<file path="src/rtl/vga_timing_controller.sv">
// 640x480@60 VGA raster timing with a vblank-only framebuffer update grant.
// Sync/blank outputs are registered from next-state counts so they align with h_count/v_count.
module vga_timing_controller #(
    parameter int H_ACTIVE = 640,
    parameter int H_FP     = 16,
    parameter int H_SYNC   = 96,
    parameter int H_BP     = 48,
    parameter int V_ACTIVE = 480,
    parameter int V_FP     = 10,
    parameter int V_SYNC   = 2,
    parameter int V_BP     = 33
) (
    input  logic       clk,
    input  logic       reset,
    input  logic       upd_req,
    input  logic       upd_done,
    output logic [9:0] h_count,
    output logic [9:0] v_count,
    output logic       hsync,
    output logic       vsync,
    output logic       video_on,
    output logic       frame_start,
    output logic       upd_grant,
    output logic       upd_abort
);

    localparam logic [9:0] H_MAX    = 10'(H_ACTIVE + H_FP + H_SYNC + H_BP - 1);
    localparam logic [9:0] V_MAX    = 10'(V_ACTIVE + V_FP + V_SYNC + V_BP - 1);
    localparam logic [9:0] H_VIS    = 10'(H_ACTIVE);
    localparam logic [9:0] HS_START = 10'(H_ACTIVE + H_FP);
    localparam logic [9:0] HS_END   = 10'(H_ACTIVE + H_FP + H_SYNC);
    localparam logic [9:0] V_VIS    = 10'(V_ACTIVE);
    localparam logic [9:0] VS_START = 10'(V_ACTIVE + V_FP);
    localparam logic [9:0] VS_END   = 10'(V_ACTIVE + V_FP + V_SYNC);

    typedef enum logic [1:0] {
        VS_ACT,
        VS_FP,
        VS_SYNC,
        VS_BP
    } vphase_t;

    typedef enum logic [1:0] {
        G_IDLE,
        G_GRANTED,
        G_DONE
    } gstate_t;

    vphase_t    vphase, vphase_next;
    gstate_t    gstate, gstate_next;
    logic [9:0] h_next, v_next;
    logic       h_end, v_end, frame_end, in_window;
    logic       hsync_next, vsync_next, video_on_next, abort_next;

    assign h_end     = (h_count == H_MAX);
    assign v_end     = (v_count == V_MAX);
    assign frame_end = h_end && v_end;
    assign in_window = (vphase != VS_ACT);

    always_comb begin
        h_next = h_end ? 10'd0 : h_count + 10'd1;
        v_next = v_count;
        if (h_end) begin
            v_next = v_end ? 10'd0 : v_count + 10'd1;
        end
    end

    // Phase tracks v_next so it changes on the same edge as v_count.
    always_comb begin
        vphase_next = VS_BP;
        if (v_next < V_VIS) begin
            vphase_next = VS_ACT;
        end else if (v_next < VS_START) begin
            vphase_next = VS_FP;
        end else if (v_next < VS_END) begin
            vphase_next = VS_SYNC;
        end
    end

    always_comb begin
        hsync_next    = !((h_next >= HS_START) && (h_next < HS_END));
        vsync_next    = (vphase_next != VS_SYNC);
        video_on_next = (h_next < H_VIS) && (vphase_next == VS_ACT);
    end

    // Window close (edge into (0,0)) overrides everything; a same-edge done suppresses abort.
    always_comb begin
        gstate_next = gstate;
        abort_next  = 1'b0;
        unique case (gstate)
            G_IDLE: begin
                if (upd_req && in_window && !frame_end) begin
                    gstate_next = G_GRANTED;
                end
            end
            G_GRANTED: begin
                if (frame_end) begin
                    gstate_next = G_IDLE;
                    abort_next  = !upd_done;
                end else if (upd_done || !upd_req) begin
                    gstate_next = G_DONE;
                end
            end
            G_DONE: begin
                if (frame_end) begin
                    gstate_next = G_IDLE;
                end
            end
            default: gstate_next = G_IDLE;
        endcase
    end

    always_ff @(posedge clk) begin
        if (reset) begin
            h_count     <= 10'd0;
            v_count     <= 10'd0;
            hsync       <= 1'b1;
            vsync       <= 1'b1;
            video_on    <= 1'b1;
            frame_start <= 1'b0;
            upd_grant   <= 1'b0;
            upd_abort   <= 1'b0;
            vphase      <= VS_ACT;
            gstate      <= G_IDLE;
        end else begin
            h_count     <= h_next;
            v_count     <= v_next;
            hsync       <= hsync_next;
            vsync       <= vsync_next;
            video_on    <= video_on_next;
            frame_start <= frame_end;
            upd_grant   <= (gstate_next == G_GRANTED);
            upd_abort   <= abort_next;
            vphase      <= vphase_next;
            gstate      <= gstate_next;
        end
    end

endmodule
</file>
<file path="config.mk">
export PLATFORM = sky130hd
export DESIGN_NAME = vga_timing_controller
export DESIGN_NICKNAME = d
export VERILOG_FILES = /design/src/rtl/vga_timing_controller.sv
export SDC_FILE = /design/constraint.sdc
export NUM_CORES = 1
export LEC_CHECK = 0
export BUFFER_PORTS_ARGS = -buffer_cell sky130_fd_sc_hd__buf_2
export CAP_MARGIN = 20
export CORE_ASPECT_RATIO = 1.25
export CORE_MARGIN = 2
export CORE_UTILIZATION = 30
export DETAILED_ROUTE_END_ITERATION = 7
export SYNTH_ARGS = -nofsm -noshare
export SYNTH_HDL_FRONTEND = slang
export SYNTH_SLANG_ARGS = --single-unit
</file>
<file path="constraint.sdc">
create_clock -name clk -period 2.2 [get_ports clk]
set_clock_uncertainty 0.1 [all_clocks]
set_input_delay 0.55 -clock clk [delete_from_list [all_inputs] [get_ports clk]]
set_output_delay 0.55 -clock clk [all_outputs]
set_load 0.01 [all_outputs]
</file>
==> results of run 1 <==
==> cells in the mapped netlist (2+ instances only) <==
| master | instances |
|---|---|
| dfxtp_1 | 30 |
| nor2_1 | 17 |
| nand2_1 | 12 |
| inv_1 | 8 |
| xor2_1 | 8 |
| nand3_1 | 7 |
| nand4_1 | 7 |
| a21oi_1 | 6 |
| and3_1 | 6 |
| clkbuf_1 | 6 |
| xnor2_1 | 6 |
| nor3_1 | 5 |
| o21ai_0 | 5 |
| ha_1 | 4 |
| a31oi_1 | 3 |
| nand2b_1 | 3 |
| nand3b_1 | 3 |
| a211oi_1 | 2 |
| buf_2 | 2 |
| nand4bb_1 | 2 |
| nor2b_1 | 2 |
| nor4_1 | 2 |
| nor4b_1 | 2 |
| o31ai_1 | 2 |
| o32ai_1 | 2 |
| or3_1 | 2 |
==> per-layer routing <==
| metal | track usage | vias up |
|---|---|---|
| met5 | 0 | - |
| met4 | 0.0437 | 0 |
| met3 | 0.0453 | 7 |
| met2 | 0.251 | 34 |
| met1 | 0.166 | 701 |
| li1 | - | 755 |
==> registers in the layout, indices dropped and copies added (netlist names) <==
name / flops
upd_grant: 1
vsync: 1
frame_start: 1
upd_abort: 1
video_on: 1
hsync: 1
v_count: 10
vphase: 2
gstate: 2
h_count: 10
==> power breakdown <==
part	switching, mW	leakage (nW)	internal [mW]
Clock	0.212	0.0714	0.483
Sequential	0.00322	0.243	0.548
Combinational	0.0253	0.581	0.0203
==> how the worst max path moves through the flow <==
stage / start / to / slack [ns] / depth (start not counted)
2_1_floorplan: h_count[0]$_SDFF_PP0_ / vphase[1]$_SDFF_PP0_ / 0.15 / 6
3_3_place_gp: v_count[0]$_SDFFE_PP0N_ / v_count[0]$_SDFFE_PP0N_ / 0.04 / 8
3_5_place_dp: v_count[0]$_SDFFE_PP0N_ / v_count[7]$_SDFF_PP0_ / 0.004 / 8
4_1_cts: v_count[0]$_SDFFE_PP0N_ / v_count[6]$_SDFF_PP0_ / 0.03 / 8
5_1_grt: h_count[1]$_SDFF_PP0_ / vphase[1]$_SDFF_PP0_ / 0.0002 / 7
6_report: v_count[1]$_SDFF_PP0_ / vphase[1]$_SDFF_PP0_ / 0.13 / 8
==> cells in the final DEF, fill, tap and decap left out, types with 2 or more instances in the layout <==
| cell type | Yosys | routed |
|---|---|---|
| nand4_1 | 7 | 7 |
| nand4bb_1 | 2 | 2 |
| or3_1 | 2 | 2 |
| nand3b_1 | 3 | 3 |
| nor2_1 | 17 | 17 |
| a31oi_1 | 3 | 2 |
| nor4_1 | 2 | 2 |
| o21ai_0 | 5 | 5 |
| ha_1 | 4 | 4 |
| dfxtp_1 | 30 | 29 |
| o32ai_1 | 2 | 2 |
| buf_4 | 1 | 20 |
| nand2b_1 | 3 | 2 |
| clkbuf_8 | 0 | 6 |
| xnor2_1 | 6 | 6 |
| o31ai_1 | 2 | 2 |
| nor4b_1 | 2 | 2 |
| nor2b_1 | 2 | 2 |
| nand2_1 | 12 | 11 |
| inv_1 | 8 | 8 |
| and3_1 | 6 | 6 |
| a21oi_1 | 6 | 6 |
| buf_2 | 2 | 29 |
| a211oi_1 | 2 | 2 |
| xor2_1 | 8 | 8 |
| nor3_1 | 5 | 5 |
| nand3_1 | 7 | 7 |
| bufinv_16 | 0 | 2 |
==> cell families (layout without fill, tap and decap cells) <==
| group | after synthesis | after routing | synth area share |
|---|---|---|---|
| adders and majority gates | 4 | 4 | 0.0305 |
| and+or+nand+nor | 81 | 81 | 0.310 |
| AOI/OAI and AO/OA | 35 | 35 | 0.164 |
| buffers and inverters | 18 | 65 | 0.0495 |
| xor gates and xnor gates | 14 | 14 | 0.0746 |
| muxes | 1 | 1 | 0.00609 |
| DFF | 30 | 30 | 0.366 |
==> per-stage QoR <==
stage / area [sq um] / hold slack [ns] / util / setup WS (ns) / std cells
final: 2130 / 0.334 / 0.396 / 0.126 / 294
after global placement: 1940 / 0.359 / 0.361 / 0.0444 / 282
after CTS: 2080 / 0.329 / 0.387 / 0.0315 / 290
after detailed placement: 1940 / 0.369 / 0.361 / 0.00367 / 282
after floorplan: 1640 / 0.338 / - / 0.154 / 183
after global routing: 2130 / 0.323 / 0.396 / 0.000164 / 294
==> timing repair <==
action | 4_1_cts | 5_1_grt
pin swaps | 1 | 4
buffers inserted | 0 | 4
endpoints found under the setup margin | 4 | 15
resized for setup | 0 | 4
==> area by class of cell <==
class | count | area (sq um) | share of cell area
Clock buffer | 6 | 82.6 | 0.0388
Sequential cell | 30 | 602 | 0.283
Clock inverter | 2 | 60.1 | 0.0282
Tap cell | 64 | 80.1 | 0.0376
Multi-Input combinational cell | 135 | 977 | 0.459
Timing Repair Buffer | 49 | 295 | 0.139
Inverter | 8 | 30.0 | 0.0141
==> summary.md, run 1 <==
| Metric | Value |
|---|---|
| # fillers | `564` |
| Final Hold Vio Count | `0` |
| Worst hold path stage count | `2` |
| Longest Clk Path Bufs | `2` |
| R2R Path Start | `v_count[1]$_SDFF_PP0_` |
| Count of final setup violators | `0` |
| Worst reg2reg path endpoint | `vphase[1]$_SDFF_PP0_` |
| Post-synth EDFFs | `0` |
| CTS Buf Count | `5` |
| Metal3 WL | `169 microns` |
| Initial antenna violation count | `0` |
| WP data required | `2.30 ns` |
| Synth Instances | `183` |
| Crit Path Class | `flop to flop` |
| Synth Flop Type | `dfxtp_1` |
| TNS Setup | `0 ns` |
| DR vias | `1497` |
| TritonCTS clock tree | `done` |
| FF-to-FF path depth | `8` |
| Chip height | `86.7 microns` |
| Placer congestion estimate | `0.807` |
| Largest net degree at the start of global routing | `21` |
| DP HPWL | `2.99 mm` |
| Clock transition at path regs | `0.07 ns` |
| Worst skew pair latency | `0.29 ns` |
| Power, Total | `1.29 mW` |
| Status | `finished, final reports clean` |
| DRT Pass-1 Iters | `4` |
| Row cnt | `30` |
| Layout cells sized above 1 | `0.326` |
| Number of global-route vias before repair | `1493` |
| WP buf/inv | `2` |
| Global-route usage over all layers | `0.143` |
| Worst path max stage delay | `0.44 ns` |
| CP max-delay cell | `dfxtp_1` |
| Worst Hold Launch | `upd_done` |
| Final Max Slew Viols | `0` |
| Mapped cell area | `1640 sq um` |
| Worst Max-Slew Pin Slew | `0.400 ns` |
| Final min period | `2.07 ns` |
| Post-synth ARST share | `0` |
| IO buf count | `29` |
| WL/cell | `13.3 microns` |
| Synth cell types | `55` |
| Clock root cell | `clkbuf_8` |
| ANT nets after route | `0` |
| Pwr Density | `607 nW/um^2` |
| Total grt overflow | `0` |
| Die area | `6090 sq um` |
| Wl on met1 | `1.70 mm` |
| Area delta synth->final | `29.5%` |
| Largest cells by area after synthesis | `dfxtp_1, xor2_1, nor2_1` |
| Met2 WL | `1.96 mm` |
| I/O pin total | `30` |
| Synth Net Count | `191` |
| RSZ-0062 raised after global routing | `no` |
| Max-Cap Viols | `0` |
| Hold_buf cts | `0` |
| CP Cell Sequence | `inv_1 > ha_1 > nand4bb_1 > nor4b_4 > buf_4 > a31o_2 > a211o_1 > o32ai_1` |
| ANT cells | `0` |
| Max Used Layer | `met4` |
| Mean Syn Cell Area | `8.98 sq um` |
| Initial Util | `0.306` |
| Die W | `70.2 microns` |
| Final Cycle Share | `0.943` |
| Standard cell core area | `5370 sq um` |
| CP endpoint kind | `flop` |
| Hold EP | `upd_abort$_SDFF_PP0_` |
| HP Class | `primary input to flop` |
| Yosys reg bits | `30` |
| DRC | `0` |
| H-tree depth | `2` |
| Yosys top cell area share | `0.366` |
| CP max FO | `7` |
| Area leader, netlist | `dfxtp_1` |
| Routed wire length | `3.90 mm` |
| Lkg Pwr | `0.896 nW` |
| Vias per cell | `5.09` |
| First-pass GRT wire length | `6.97 mm` |
| Max Fclk | `0.482 GHz` |
| Seq/Total Area, Yosys | `0.366` |
| Slew margin rel. | `0.726` |
| VDD IR max | `289 uV` |
| Crit start category | `flop` |
| Delay-heaviest family, CP | `compound AO/OA/AOI/OAI gates` |
| Ys Warns | `0` |
| Reg2reg setup slack | `0.13 ns` |
| Crit path arrival time | `2.17 ns` |
| Nets | `237` |
| CTS sink cnt | `30` |
| Initial drt markers | `66` |
No activity file was read; power rests on OpenSTA's default activity.
==> run 2, diff against run 1 <==
--- a/config.mk
+++ b/config.mk
@@ -9,7 +9,7 @@
 export CAP_MARGIN = 20
 export CORE_ASPECT_RATIO = 1.25
 export CORE_MARGIN = 2
-export CORE_UTILIZATION = 30
+export CORE_UTILIZATION = 32
 export DETAILED_ROUTE_END_ITERATION = 7
 export SYNTH_ARGS = -nofsm -noshare
 export SYNTH_HDL_FRONTEND = slang
==> run 2 against run 1 <==
Against the previous run:
- final cell count shrank 2.7%
- sequential share of layout area grew 1.2 points
- count of clock-buffer cells in the layout is 1 lower
- via count fell by 2.1%
- wire length shrank 0.36%
- final area down 4.3%
- non-clock buffer count shrank 6
- combinational power down 6.6%
- die area down 5.9%
- first-iteration DRC count up 4.5%
- critical path depth shrank 1
==> summary.md, run 2 (synthesis gave the netlist of run 1 again) <==
| Metric | Value |
|---|---|
| Regs by FF count | `h_count x10, v_count x10 (unchanged)` |
| Longest Clk Path Bufs | `2 (unchanged)` |
| Die W | `68.1 microns (was 70.2 microns)` |
| Commonest non-fill, non-tap cell in the layout | `dfxtp_1` |
| RSZ-0062 raised after global routing | `no (unchanged)` |
| FF-to-FF path depth | `7 (was 8)` |
| Final min period | `2.00 ns (was 2.07 ns)` |
| HP Class | `primary input to flop (unchanged)` |
| Total grt overflow | `0 (unchanged)` |
| # fillers | `530 (was 564)` |
| TNS Setup | `0 ns (unchanged)` |
| CP max FO | `4 (was 7)` |
| DP HPWL | `2.95 mm (was 2.99 mm)` |
| DR vias | `1465 (was 1497)` |
| Worst skew pair latency | `0.29 ns (about the same)` |
| WP data required | `2.26 ns (was 2.30 ns)` |
| CTS sink cnt | `30 (unchanged)` |
| Worst reg2reg path endpoint | `vsync$_SDFF_PP1_ (was vphase[1]$_SDFF_PP0_)` |
| Chip height | `84.1 microns (was 86.7 microns)` |
| Vias per cell | `5.12 (was 5.09)` |
| First-pass GRT wire length | `6.71 mm (was 6.97 mm)` |
| Final Hold Vio Count | `0 (unchanged)` |
| I/O pin total | `30 (unchanged)` |
| Largest net degree at the start of global routing | `21 (unchanged)` |
| GR Util met2 | `0.246 (was 0.251)` |
| Worst hold path stage count | `2 (unchanged)` |
| ANT cells | `0 (unchanged)` |
| R2R Path Start | `h_count[1]$_SDFF_PP0_ (was v_count[1]$_SDFF_PP0_)` |
| Max Fclk | `0.500 GHz (was 0.482 GHz)` |
| Final Max Slew Viols | `0 (unchanged)` |
| Slew margin rel. | `0.692 (was 0.726)` |
| Reg2reg setup slack | `0.20 ns (was 0.13 ns)` |
| Row cnt | `29 (was 30)` |
| Die area | `5730 sq um (was 6090 sq um)` |
| Hold_buf cts | `0 (unchanged)` |
| WL/cell | `13.6 microns (was 13.3 microns)` |
| VDD IR max | `416 uV (was 289 uV)` |
| CP endpoint kind | `flop (unchanged)` |
| Crit path from | `h_count[1]$_SDFF_PP0_ (was v_count[1]$_SDFF_PP0_)` |
| Routed wire length | `3.89 mm (was 3.90 mm)` |
| Crit Path Class | `flop to flop (unchanged)` |
| Crit start category | `flop (unchanged)` |
| Nets | `231 (was 237)` |
| Number of global-route vias before repair | `1410 (was 1493)` |
| IO buf count | `29 (unchanged)` |
| Status | `finished, final reports clean (unchanged)` |
| Area delta synth->final | `23.9% (was 29.5%)` |
| Crit path arrival time | `2.06 ns (was 2.17 ns)` |
| Placed cell count | `278 (was 282)` |
| Placer congestion estimate | `0.860 (was 0.807)` |
| Clock transition at path regs | `0.07 ns (about the same)` |
| Worst Hold Launch | `upd_done (unchanged)` |
| Lkg Pwr | `0.835 nW (was 0.896 nW)` |
| H-tree depth | `2 (unchanged)` |
| DRT Pass-1 Iters | `4 (unchanged)` |
| GR peak layer | `met2 (unchanged)` |
| Pwr Density | `568 nW/um^2 (was 607 nW/um^2)` |
| Layout cells sized above 1 | `0.295 (was 0.326)` |
| Initial antenna violation count | `0 (unchanged)` |
| Setup Fix Bufs, Post-CTS | `0 (unchanged)` |
| Global-route usage over all layers | `0.154 (was 0.143)` |
| DRC | `0 (unchanged)` |
| Initial Util | `0.328 (was 0.306)` |
| Count of final setup violators | `0 (unchanged)` |
| Worst Max-Slew Pin Slew | `0.451 ns (was 0.400 ns)` |
| Most frequent cells in the layout | `dfxtp_1, buf_2, nor2_1, buf_4, nand2_1 (was dfxtp_1, buf_2, buf_4, nor2_1, nand2_1)` |
| Max-Cap Viols | `0 (unchanged)` |
| Met1 Usage GRT | `0.186 (was 0.166)` |
| Hold EP | `upd_abort$_SDFF_PP0_ (unchanged)` |
| Non-Filler Instances | `286 (was 294)` |
| Standard cell core area | `5010 sq um (was 5370 sq um)` |
| TritonCTS clock tree | `done (unchanged)` |
| Initial drt markers | `69 (was 66)` |
| Final Util | `0.407 (was 0.396)` |
| ANT nets after route | `0 (unchanged)` |
| GR Util met3 | `0.0432 (was 0.0453)` |
| Final Cycle Share | `0.910 (was 0.943)` |
| CTS Buf Count | `5 (unchanged)` |
| Clock root cell | `clkbuf_8 (unchanged)` |
run 2: what timing repair did:
item	in CTS	in global routing
setup endpoints to repair	0	1
endpoints found under the hold margin	0	0
gates resized for setup	0	1
run 2: worst max path at each step:
stage	to	slack, ns	cells past startpoint
floorplan	vphase[1]$_SDFF_PP0_	0.15	6
global route	gstate[0]$_SDFF_PP0_	0.04	8
detailed placement	vsync$_SDFF_PP1_	0.19	7
CTS	vsync$_SDFF_PP1_	0.17	7
finish	vsync$_SDFF_PP1_	0.20	7
global placement	vphase[0]$_SDFF_PP0_	0.18	6
run 2: layer usage:
metal / share of wire / routed length, microns / up-vias
li1: - / - / 746
met1: 0.44 / 1720 / 683
met2: 0.50 / 1950 / 27
met3: 0.035 / 137 / 9
met4: 0.021 / 81 / 0
met5: 0 / 0 / -
run 2: worst max-delay path, stage by stage, from the launching register on:
cell       delay (ns)
dfxtp_1          0.34
ha_1             0.19
buf_4            0.14
and4_2           0.25
nand4_1          0.15
o311a_1          0.33
a211oi_2         0.24
nand4bb_1        0.13
run 2: cell type report:
| type | count | area, sq um | area share |
|---|---|---|---|
| sequential | 30 | 601 | 0.295 |
| timing repair buffer | 43 | 250 | 0.123 |
| inverter | 8 | 30.0 | 0.0148 |
| tap | 62 | 77.6 | 0.0381 |
| clock buffer | 5 | 68.8 | 0.0338 |
| clock inverter | 3 | 45.0 | 0.0221 |
| multi-input combinational | 135 | 963 | 0.473 |
run 2: power breakdown:
| group | switching, mW | total [mW] | internal (mW) |
|---|---|---|---|
| clock network | 0.225 | 0.561 | 0.336 |
| logic | 0.0237 | 0.0426 | 0.0189 |
| registers | 0.00410 | 0.552 | 0.548 |
run 2: per-stage QoR:
stage | hold WS (ns) | area, sq um | power (mW) | setup WS, ns
floorplan | 0.338 | 1640 | 0.586 | 0.154
global placement | 0.363 | 1920 | 0.607 | 0.176
detailed placement | 0.366 | 1920 | 0.608 | 0.191
CTS | 0.338 | 2030 | 1.18 | 0.170
global route | 0.349 | 2040 | 1.20 | 0.0375
finish | 0.349 | 2040 | 1.16 | 0.199
==> run 3, diff against run 2 <==
--- a/config.mk
+++ b/config.mk
@@ -9,7 +9,7 @@
 export CAP_MARGIN = 20
 export CORE_ASPECT_RATIO = 1.25
 export CORE_MARGIN = 2
-export CORE_UTILIZATION = 32
+export CORE_UTILIZATION = 36
 export DETAILED_ROUTE_END_ITERATION = 7
 export SYNTH_ARGS = -nofsm -noshare
 export SYNTH_HDL_FRONTEND = slang
==> run 3 against run 2 <==
Against the previous run:
- count of clock-buffer cells in the layout up 1
- via count up 3.1%
- non-clock buffer count up 9
- register-to-register slack worse by 0.02 ns
- first-iteration DRC count down 8.7%
- flip-flop and latch count unchanged
- largest power group unchanged
- combinational power up 2%
- critical path depth down 1
- final area up 4.6%
- highest routed layer unchanged
- critical path type unchanged
- hold slack worse by 0.0049 ns
- wire length down 1.1%
- clock power up 22%
==> summary.md, run 3 (synthesis gave the netlist of run 1 again) <==
| Metric | Value |
|---|---|
| TNS Setup | `0 ns (unchanged)` |
| Die W | `64.4 microns (was 68.1 microns)` |
| Final Max Slew Viols | `0 (unchanged)` |
| RSZ-0062 raised after global routing | `no (unchanged)` |
| VDD IR max | `443 uV (was 416 uV)` |
| I/O pin total | `30 (unchanged)` |
| DR vias | `1510 (was 1465)` |
| Status | `finished, final reports clean (unchanged)` |
| CTS sink cnt | `30 (unchanged)` |
| Reg power frac | `0.430 (was 0.477)` |
| Crit path arrival time | `2.11 ns (was 2.06 ns)` |
| Global-route usage over all layers | `0.161 (was 0.154)` |
| Area delta synth->final | `29.6% (was 23.9%)` |
| Final Cycle Share | `0.919 (was 0.910)` |
| TritonCTS clock tree | `done (unchanged)` |
| DP HPWL | `2.95 mm (about the same)` |
| GR Util met2 | `0.289 (was 0.246)` |
| Total grt overflow | `0 (unchanged)` |
| Final Hold Vio Count | `0 (unchanged)` |
| Switching power | `231 uW (was 253 uW)` |
| Final Util | `0.485 (was 0.407)` |
| DRC | `0 (unchanged)` |
| GR Util met3 | `0.0367 (was 0.0432)` |
| Initial Util | `0.374 (was 0.328)` |
| Clock root cell | `clkbuf_8 (unchanged)` |
| Worst Max-Slew Pin Slew | `0.444 ns (was 0.451 ns)` |
| Nets | `240 (was 231)` |
| WL/cell | `13.2 microns (was 13.6 microns)` |
| Max Fclk | `0.495 GHz (was 0.500 GHz)` |
| WHS | `0.344 ns (was 0.349 ns)` |
| CP endpoint kind | `flop (unchanged)` |
| Non-Filler Instances | `291 (was 286)` |
| Power, Total | `1.28 mW (was 1.16 mW)` |
| Combinational share of power | `0.034 (was 0.037)` |
| Initial drt markers | `63 (was 69)` |
| H-tree depth | `2 (unchanged)` |
| IO buf count | `29 (unchanged)` |
| Initial antenna violation count | `0 (unchanged)` |
| Placed cell count | `283 (was 278)` |
| Final min period | `2.02 ns (was 2.00 ns)` |
| Crit path from | `h_count[0]$_SDFF_PP0_ (was h_count[1]$_SDFF_PP0_)` |
| Crit Path Class | `flop to flop (unchanged)` |
| CTS Buf Count | `5 (unchanged)` |
| Longest Clk Path Bufs | `2 (unchanged)` |
| Pwr Density | `602 nW/um^2 (was 568 nW/um^2)` |
| Count of final setup violators | `0 (unchanged)` |
| Placer congestion estimate | `0.831 (was 0.860)` |
| HP Class | `primary input to flop (unchanged)` |
| Power Internal | `1.05 mW (was 903 uW)` |
| Clock transition at path regs | `0.06 ns (was 0.07 ns)` |
| Met1 Usage GRT | `0.185 (was 0.186)` |
| Worst Hold Launch | `upd_done (unchanged)` |
| Slew margin rel. | `0.703 (was 0.692)` |
| GR peak layer | `met2 (unchanged)` |
| Lkg Pwr | `0.907 nW (was 0.835 nW)` |
| Fraction of power spent switching nets | `0.181 (was 0.219)` |
| Crit start category | `flop (unchanged)` |
| Vias per cell | `5.19 (was 5.12)` |
| Largest net degree at the start of global routing | `21 (unchanged)` |
| DRT Pass-1 Iters | `4 (unchanged)` |
| Chip height | `79.5 microns (was 84.1 microns)` |
| CP max FO | `11 (was 4)` |
| Number of global-route vias before repair | `1394 (was 1410)` |
| Max-Cap Viols | `0 (unchanged)` |
| Regs by FF count | `h_count x10, v_count x10 (unchanged)` |
| Routed wire length | `3.85 mm (was 3.89 mm)` |
| Die area | `5120 sq um (was 5730 sq um)` |
| WP data required | `2.29 ns (was 2.26 ns)` |
| # fillers | `445 (was 530)` |
| R2R Path Start | `h_count[0]$_SDFF_PP0_ (was h_count[1]$_SDFF_PP0_)` |
| Row cnt | `27 (was 29)` |
| Standard cell core area | `4390 sq um (was 5010 sq um)` |
| Worst skew pair latency | `0.28 ns (was 0.29 ns)` |
| ANT cells | `0 (unchanged)` |
| Commonest non-fill, non-tap cell in the layout | `dfxtp_1 (unchanged)` |
| Most frequent cells in the layout | `dfxtp_1, buf_2, buf_4, nor2_1, nand2_1 (was dfxtp_1, buf_2, nor2_1, buf_4, nand2_1)` |
| First-pass GRT wire length | `6.47 mm (was 6.71 mm)` |
| ANT nets after route | `0 (unchanged)` |
| Layout cells sized above 1 | `0.322 (was 0.295)` |
| Clock share of power | `0.536 (was 0.486)` |
[run 3: cell types whose count changed in the layout (fill, tap and decap cells not counted)]
cell	previous run	this run
ha_1	3	4
clkinvlp_4	2	0
o31ai_1	2	1
buf_4	14	23
clkbuf_8	5	6
bufinv_16	1	2
ha_2	1	0
o31ai_2	0	1
[run 3: area by class of cell]
type | count | area (sq um) | share of cell area
Multi-Input combinational cell | 135 | 966 | 0.454
Inverter | 8 | 30.0 | 0.0141
Sequential cell | 30 | 601 | 0.282
Clock inverter | 2 | 60.1 | 0.0282
Tap cell | 58 | 72.6 | 0.0341
Timing Repair Buffer | 52 | 318 | 0.149
Clock buffer | 6 | 82.6 | 0.0388
[run 3: path summary, 6_finish.rpt]
| path | end | slack (ns) | cells after the start |
|---|---|---|---|
| max | vphase[1]$_SDFF_PP0_ | 0.18 | 6 |
| min | upd_abort$_SDFF_PP0_ | 0.34 | 2 |
| max reg2reg | vphase[1]$_SDFF_PP0_ | 0.18 | 6 |
| min reg2reg | upd_grant$_SDFF_PP0_ | 0.38 | 1 |
[run 3: worst max-delay path, stage by stage, from the launching register on]
cell	delay (ns)
dfxtp_1	0.33
ha_1	0.19
nand4_2	0.19
nor3_4	0.45
a211oi_1	0.14
a211o_1	0.28
o32ai_1	0.25
[run 3: timing repair]
item / 4_1_cts / 5_1_grt
buffers inserted: 0 / 0
endpoints found under the hold margin: 0 / 0
endpoints found under the setup margin: 0 / 2
resized for setup: 0 / 1
hold buffers: 0 / 0
[run 3: per-layer routing]
metal / wire, microns / up-vias
met5: 0 / -
met4: 55 / 0
met3: 161 / 7
met2: 1950 / 34
met1: 1670 / 704
li1: - / 765
[run 3: power by group through the flow]
| stage | combinational, mW | sequential [mW] | clock (mW) |
|---|---|---|---|
| finish | 0.0435 | 0.551 | 0.686 |
| global route | 0.0481 | 0.551 | 0.738 |
| CTS | 0.0444 | 0.551 | 0.707 |
| detailed placement | 0.0443 | 0.563 | 0 |
| global placement | 0.0444 | 0.563 | 0 |
| floorplan | 0.0179 | 0.568 | 0 |
[run 3: stage by stage]
step,cell area (sq um),worst slack (ns)
after floorplan,1640,0.154
after global placement,1980,0.132
after detailed placement,1980,0.138
after CTS,2120,0.111
after global routing,2130,0.0164
final,2130,0.178
